===== src/rtl/mmio_stream_port_pkg.sv =====
// cpu24_mmio_pkg: bus widths, register offsets and STATUS/CTRL bit positions
// shared by the mmio_stream_port window decoder and its FIFO.
package cpu24_mmio_pkg;

  localparam int unsigned DATA_W = 24;
  localparam int unsigned ADDR_W = 14;

  // Word offset inside the 4-word window (mem_addr[1:0]).
  typedef enum logic [1:0] {
    OFF_DATA  = 2'd0,
    OFF_LAST  = 2'd1,
    OFF_STAT  = 2'd2,
    OFF_TOTAL = 2'd3
  } off_e;

  // STATUS read fields.
  localparam int unsigned ST_EMPTY   = 0;
  localparam int unsigned ST_FULL    = 1;
  localparam int unsigned ST_OVF     = 2;
  localparam int unsigned ST_CNT_LSB = 8;
  localparam int unsigned ST_CNT_W   = 8;

  // CTRL write fields.
  localparam int unsigned CTRL_CLR_OVF = 0;
  localparam int unsigned CTRL_FLUSH   = 1;

endpackage


===== src/rtl/mmio_stream_port_if.sv =====
// mmio_stream_port_if: CPU external-memory bus plus the outgoing 24-bit
// valid/ready stream. 'slave' is the responder side, 'master' the CPU/consumer.
interface mmio_stream_port_if;
  import cpu24_mmio_pkg::*;

  logic              mem_we;
  logic [ADDR_W-1:0] mem_addr;
  logic [DATA_W-1:0] mem_wdata;
  logic [DATA_W-1:0] mem_rdata;
  logic              hit_q;
  logic              out_valid;
  logic [DATA_W-1:0] out_data;
  logic              out_last;
  logic              out_ready;

  modport slave (
    input  mem_we, mem_addr, mem_wdata, out_ready,
    output mem_rdata, hit_q, out_valid, out_data, out_last
  );

  modport master (
    output mem_we, mem_addr, mem_wdata, out_ready,
    input  mem_rdata, hit_q, out_valid, out_data, out_last
  );

endinterface


===== src/rtl/mmio_stream_port_fifo.sv =====
// sync_fifo_fwft: first-word-fall-through FIFO. dout shows the head with no
// added latency (zero when empty). push while full is accepted only if a pop
// happens in the same cycle. flush empties the FIFO and wins over push/pop.
// Ports: clk, rst (async, active-low), push, pop, flush, din, dout, count,
// full, empty.
module sync_fifo_fwft #(
  parameter int unsigned WIDTH = 25,
  parameter int unsigned DEPTH = 8
) (
  input  logic                       clk,
  input  logic                       rst,
  input  logic                       push,
  input  logic                       pop,
  input  logic                       flush,
  input  logic [WIDTH-1:0]           din,
  output logic [WIDTH-1:0]           dout,
  output logic [$clog2(DEPTH):0]     count,
  output logic                       full,
  output logic                       empty
);

  localparam int unsigned PTR_W = $clog2(DEPTH);

  logic [WIDTH-1:0] mem [DEPTH];
  logic [PTR_W-1:0] wr_ptr;
  logic [PTR_W-1:0] rd_ptr;
  logic             do_push;
  logic             do_pop;

  assign empty   = (count == '0);
  assign full    = (count == DEPTH[PTR_W:0]);
  assign do_pop  = pop && !empty;
  assign do_push = push && (!full || do_pop);
  assign dout    = empty ? '0 : mem[rd_ptr];

  always_ff @(posedge clk or negedge rst) begin
    if (!rst) begin
      wr_ptr <= '0;
      rd_ptr <= '0;
      count  <= '0;
    end else if (flush) begin
      wr_ptr <= '0;
      rd_ptr <= '0;
      count  <= '0;
    end else begin
      if (do_push) wr_ptr <= wr_ptr + 1'b1;
      if (do_pop)  rd_ptr <= rd_ptr + 1'b1;
      case ({do_push, do_pop})
        2'b10:   count <= count + 1'b1;
        2'b01:   count <= count - 1'b1;
        default: count <= count;
      endcase
    end
  end

  // When full with a simultaneous pop, wr_ptr == rd_ptr: the head is consumed
  // at this edge, so overwriting its slot is safe.
  always_ff @(posedge clk) begin
    if (do_push && !flush) mem[wr_ptr] <= din;
  end

endmodule


===== src/rtl/mmio_stream_port.sv =====
// mmio_stream_port: 4-word MMIO window on the cpu24 external bus. Stores to
// DATA/DATA_LAST feed a FWFT FIFO drained onto a valid/ready stream; STATUS
// and TOTAL are readable with one-cycle registered latency (hit_q marks it).
// Ports: clk, rst (async, active-low), bus (mmio_stream_port_if.slave).
module mmio_stream_port
  import cpu24_mmio_pkg::*;
#(
  parameter logic [ADDR_W-1:0] BASE_ADDR = 14'h3FFC,
  parameter int unsigned       DEPTH     = 8
) (
  input  logic                  clk,
  input  logic                  rst,
  mmio_stream_port_if.slave     bus
);

  localparam int unsigned CNT_W = $clog2(DEPTH) + 1;

  logic              hit;
  off_e              off;
  logic              wr;
  logic              rd;
  logic              pop;
  logic              push_req;
  logic              accept;
  logic              flush;
  logic              ovf;
  logic [DATA_W-1:0] total;
  logic [DATA_W-1:0] rd_val;
  logic [DATA_W:0]   fifo_dout;
  logic [CNT_W-1:0]  count;
  logic              full;
  logic              empty;

  assign hit      = (bus.mem_addr[ADDR_W-1:2] == BASE_ADDR[ADDR_W-1:2]);
  assign off      = off_e'(bus.mem_addr[1:0]);
  assign wr       = hit && bus.mem_we;
  assign rd       = hit && !bus.mem_we;
  assign pop      = bus.out_valid && bus.out_ready;
  assign push_req = wr && (off == OFF_DATA || off == OFF_LAST);
  assign accept   = push_req && (!full || pop);
  assign flush    = wr && (off == OFF_STAT) && bus.mem_wdata[CTRL_FLUSH];

  sync_fifo_fwft #(
    .WIDTH (DATA_W + 1),
    .DEPTH (DEPTH)
  ) u_fifo (
    .clk   (clk),
    .rst   (rst),
    .push  (push_req),
    .pop   (pop),
    .flush (flush),
    .din   ({off == OFF_LAST, bus.mem_wdata}),
    .dout  (fifo_dout),
    .count (count),
    .full  (full),
    .empty (empty)
  );

  assign bus.out_valid = !empty;
  assign bus.out_last  = fifo_dout[DATA_W];
  assign bus.out_data  = fifo_dout[DATA_W-1:0];

  always_comb begin
    rd_val = '0;
    case (off)
      OFF_STAT: begin
        rd_val[ST_EMPTY] = empty;
        rd_val[ST_FULL]  = full;
        rd_val[ST_OVF]   = ovf;
        rd_val[ST_CNT_LSB +: ST_CNT_W] = ST_CNT_W'(count);
      end
      OFF_TOTAL: rd_val = total;
      default:   rd_val = '0;
    endcase
  end

  always_ff @(posedge clk or negedge rst) begin
    if (!rst) begin
      ovf           <= 1'b0;
      total         <= '0;
      bus.mem_rdata <= '0;
      bus.hit_q     <= 1'b0;
    end else begin
      bus.hit_q     <= rd;
      bus.mem_rdata <= rd ? rd_val : '0;

      if (wr && off == OFF_STAT && bus.mem_wdata[CTRL_CLR_OVF])
        ovf <= 1'b0;
      else if (push_req && !accept)
        ovf <= 1'b1;

      if (wr && off == OFF_TOTAL)
        total <= '0;
      else if (accept)
        total <= total + 1'b1;
    end
  end

endmodule


===== src/flat_wrapper.sv =====
// flat-port wrapper written by rule: the top's interface ports become plain ports
module mmio_stream_port_flat import cpu24_mmio_pkg::*;
#(
  parameter logic [ADDR_W-1:0] BASE_ADDR = 14'h3FFC,
  parameter int unsigned       DEPTH     = 8
)
  (clk, rst, bus_mem_we, bus_mem_addr, bus_mem_wdata, bus_out_ready, bus_mem_rdata, bus_hit_q, bus_out_valid, bus_out_data, bus_out_last);
  mmio_stream_port_if bus_i ();
  input  logic clk;
  input  logic rst;
  input wire logic [$bits(bus_i.mem_we)-1:0] bus_mem_we;
  input wire logic [$bits(bus_i.mem_addr)-1:0] bus_mem_addr;
  input wire logic [$bits(bus_i.mem_wdata)-1:0] bus_mem_wdata;
  input wire logic [$bits(bus_i.out_ready)-1:0] bus_out_ready;
  output wire logic [$bits(bus_i.mem_rdata)-1:0] bus_mem_rdata;
  output wire logic [$bits(bus_i.hit_q)-1:0] bus_hit_q;
  output wire logic [$bits(bus_i.out_valid)-1:0] bus_out_valid;
  output wire logic [$bits(bus_i.out_data)-1:0] bus_out_data;
  output wire logic [$bits(bus_i.out_last)-1:0] bus_out_last;
  assign bus_i.mem_we = bus_mem_we;
  assign bus_i.mem_addr = bus_mem_addr;
  assign bus_i.mem_wdata = bus_mem_wdata;
  assign bus_i.out_ready = bus_out_ready;
  assign bus_mem_rdata = bus_i.mem_rdata;
  assign bus_hit_q = bus_i.hit_q;
  assign bus_out_valid = bus_i.out_valid;
  assign bus_out_data = bus_i.out_data;
  assign bus_out_last = bus_i.out_last;
  mmio_stream_port #(.BASE_ADDR(BASE_ADDR), .DEPTH(DEPTH)) u_core (.clk(clk), .rst(rst), .bus(bus_i));
endmodule

===== config.mk =====
export PLATFORM = sky130hd
export DESIGN_NAME = mmio_stream_port_flat
export DESIGN_NICKNAME = d
export VERILOG_FILES = /design/src/rtl/mmio_stream_port_pkg.sv /design/src/rtl/mmio_stream_port_if.sv /design/src/rtl/mmio_stream_port_fifo.sv /design/src/rtl/mmio_stream_port.sv /design/src/flat_wrapper.sv
export SDC_FILE = /design/constraint.sdc
export NUM_CORES = 1
export LEC_CHECK = 0
export ABC_CLOCK_PERIOD_IN_PS = 5280
export BUFFER_PORTS_ARGS = -buffer_cell sky130_fd_sc_hd__buf_2
export CELL_PAD_IN_SITES_DETAIL_PLACEMENT = 1
export CELL_PAD_IN_SITES_GLOBAL_PLACEMENT = 1
export CORE_ASPECT_RATIO = 0.75
export CORE_MARGIN = 5
export CORE_UTILIZATION = 51
export CTS_CLUSTER_SIZE = 8
export DETAILED_ROUTE_END_ITERATION = 12
export GPL_ROUTABILITY_DRIVEN = 0
export PLACE_DENSITY_LB_ADDON = 0.1
export SYNTH_ARGS = -nofsm -noshare
export SYNTH_HDL_FRONTEND = slang
export SYNTH_SLANG_ARGS = --single-unit

===== constraint.sdc =====
create_clock -name clk -period 5.28 [get_ports clk]
set_input_delay 1.056 -clock clk [delete_from_list [all_inputs] [get_ports clk]]
set_output_delay 1.056 -clock clk [all_outputs]
set_load 0.02 [all_outputs]

==> results.py <==
metrics = {
    "run_status": {
        "status": "complete, no violations",
    },
    "timing": {
        "worstMarginPinSlew_ns": 1.06,
        "hold_slack_ns": 0.516,
        "fin_tns_setup_ns": 0,
        "setup_ws_ns": 1.44,
        "setup_viol": 0,
        "period_minus_slack_ns": 3.84,
        "drv_slew": 0,
        "fmax_mhz": 260,
        "fin_skew_ns": 0.0260,
        "finalHoldViolCount": 0,
        "period_share_pct": 72.7,
        "maxSlewHeadroom_pct": 29.0,
        "rsz0062_at_grt": "no",
    },
    "grt": {
        "grt_pass1_vias": 6417,
        "grt_remaining_overflow": 0,
        "grt_pass1_wl_mm": 37.4,
        "grt_max_degree": 53,
        "antenna_found_initial": 1,
        "grtUsageTotal_pct": 20.5,
    },
    "clock_network": {
        "clock_path_buffers": 3,
        "cts-root-buf": "clkbuf_16",
        "cts_tree": "yes",
        "cts_resized": 0,
        "htreeDepth": 2,
        "clkTransAtPathRegs_ns": 0.05,
        "clk_latency_ns": 0.51,
        "cts_setup_buffers": 0,
        "clock-sinks": 260,
        "cts_made_buffers": 38,
        "postCtsHoldBufs": 0,
    },
    "worst_setup_path": {
        "critPathCaptureType": "primary output",
        "crit_cells": 4,
        "r2r_slack_ns": 1.76,
        "cpLargestDelayFamily": "flip-flops",
        "reg2reg_depth": 11,
        "required_ns": 4.22,
        "timing.rr.end": "u_core.u_fifo.count[2]",
        "crit_type": "reg2out",
        "slowest_stage": "dfrtp_4",
        "cp.buffers_inverters": 1,
        "cp.arrival_ns": 2.78,
        "cp-startpoint": "u_core.u_fifo.rd_ptr[0]",
        "cp-start-kind": "flop",
        "critPathMaxFanout": 52,
        "reg2reg_from": "u_core.u_fifo.count[1]",
        "crit_chain": "mux4_2 > mux2i_1 > nor2_1 > buf_2",
        "crit_end": "bus_out_data[5]",
        "max_stage_delay_ns": 1.10,
    },
    "synth": {
        "yosysWarningCount": 0,
        "ys_top_cells_by_area": "edfxtp_1 (57%), dfrtp_1 (14%), mux4_2 (11%), mux2i_1 (3.3%), nor2_1 (2.1%)",
        "synthFlopType": "edfxtp_1",
        "async_reset_ff_share_pct": 23.1,
        "synthCells": 624,
        "ys_ff_latch": 260,
        "avgSynthCellArea_sq_um": 16.9,
        "synth_fp_nets": 672,
        "yosys.area.top_type": "edfxtp_1",
        "synth_edf_count": 200,
        "synth_area_sq_mm": 0.0106,
        "ys_seq_area_share_pct": 71.1,
        "yosysUniqueCellTypes": 45,
        "synth_top_area_share_pct": 56.8,
    },
    "job": {
        "cap_violations": 0,
    },
    "final_layout": {
        "drive_above_1_share_pct": 29.1,
        "fill_cells": 1835,
        "mostFrequentLayoutCell": "edfxtp_1",
        "syn_to_final_growth_pct": 17.7,
        "final_nets": 782,
        "layout_common_cells": "edfxtp_1 (200), buf_2 (92), nor2_1 (59)",
        "antennaDiodeCount": 0,
    },
    "floorplanning": {
        "pin_count": 93,
        "die_h_um": 135,
        "die_width_um": 176,
        "fp-row-count": 45,
        "core_area_sq_mm": 0.0203,
        "dieArea_sq_mm": 0.0237,
        "start_util_pct": 52.0,
    },
    "power": {
        "powerDensity_mw_per_mm2": 480,
        "internal_power_mw": 4.25,
        "power_switching_mw": 1.72,
        "power_leakage_nw": 4.60,
        "p_comb_share_pct": 22.1,
        "ir_drop_uv": 322,
        "seqPwrFrac_pct": 41.3,
        "p_clk_share_pct": 36.6,
        "netSwitchingFraction_pct": 28.8,
    },
    "drt": {
        "drt_first_pass_iters": 5,
        "detail_route.wirelength_mm": 23.6,
        "vias": 5903,
        "antenna_left": 0,
        "post_drt_wl_per_cell_um": 23.0,
        "drc": 0,
        "via_per_inst": 5.75,
        "drt_first_iter_violations": 502,
    },
    "worst_hold_path": {
        "hold_class": "reg2reg",
    },
    "placed_design": {
        "post-place-ws_ns": 1.77,
        "numPortBuffers": 92,
        "dpl.hpwl_mm": 14.1,
    },
}
-- registers in the layout, summed over array words and instances (netlist names) --
name	flops
u_core.u_fifo.mem	200
u_core.bus.mem_rdata	24
u_core.total	24
u_core.u_fifo.count	4
u_core.u_fifo.rd_ptr	3
u_core.u_fifo.wr_ptr	3
u_core.bus.hit_q	1
u_core.ovf	1
-- synth_stat cells, types with 2 or more instances --
cell      instances
o21ai_0          12
clkbuf_1         20
xor2_1            8
nand3_1          10
inv_2             2
and3_1            3
xnor2_1           9
a211oi_1          2
nor2_1           60
nor3b_1           2
buf_6             2
nor4b_1           4
mux2i_1          35
nand2_1          21
ha_1              6
and4_1            9
edfxtp_1        200
or3_1             4
a21oi_1          12
nor4_1            6
nand4_1          12
nor2_2            3
and2_1           14
o21bai_1          4
o21ai_1           4
buf_2            10
o31ai_1           2
inv_1             8
nor4_2            2
dfrtp_1          60
mux4_2           50
nor3_1           15
-- how the worst min path moves through the flow --
stage                           from  cells after the start               end
global placement    u_core.total[22]                      1  u_core.total[22]
global route        u_core.total[22]                      1  u_core.total[22]
finish              u_core.total[22]                      1  u_core.total[22]
detailed placement  u_core.total[18]                      1  u_core.total[18]
CTS                 u_core.total[18]                      1  u_core.total[18]
floorplan           u_core.total[18]                      1  u_core.total[18]
-- power by group through the flow --
stage          registers [mW]  clock network, mW  logic [mW]
6_report                 2.47               2.18        1.32
5_1_grt                  2.49               2.34        1.43
4_1_cts                  2.47               2.23        1.34
3_5_place_dp             2.51                  0        1.34
3_3_place_gp             2.51                  0        1.30
2_1_floorplan            2.29                  0        1.13
-- metrics by stage --
stage / total power, mW / cell area [sq um] / std cells / util, %
6_report: 5.97 / 12400 / 1027 / 61.2
3_5_place_dp: 3.85 / 11400 / 976 / 55.9
2_1_floorplan: 3.43 / 10600 / 624 / -
4_1_cts: 6.05 / 12400 / 1027 / 61.2
3_3_place_gp: 3.81 / 11400 / 976 / 55.9
5_1_grt: 6.26 / 12400 / 1027 / 61.2
-- cell families (layout without fill, tap and decap cells) --
family / after synthesis / after routing / synth area share, %
buf+inv: 44 / 165 / 1.86
compound gates: 44 / 44 / 2.74
xor+xnor: 17 / 17 / 1.41
fa+ha+maj: 6 / 6 / 0.711
mux: 85 / 85 / 14.0
simple gates: 168 / 168 / 8.25
flops: 260 / 260 / 71.1
-- area by class of cell --
cell class              instances  area [sq um]  share of cell area (%)
flip-flops and latches        260          7510                    60.4
repair buffers                104           551                    4.43
multi-input cells             320          2910                    23.4
clock inverters                 3          62.6                   0.503
clock buffers                  48          1010                    8.12
inverters                      10          37.5                   0.302
well taps                     282           353                    2.84
-- routing by layer --
layer,track usage [%],up-vias,routed length [um]
met1,30.7,3061,11100
met4,4.11,2,328
li1,-,2644,-
met3,4.31,34,1270
met5,0,-,11
met2,31.7,162,10900
Power figures use the tool's default switching activity.
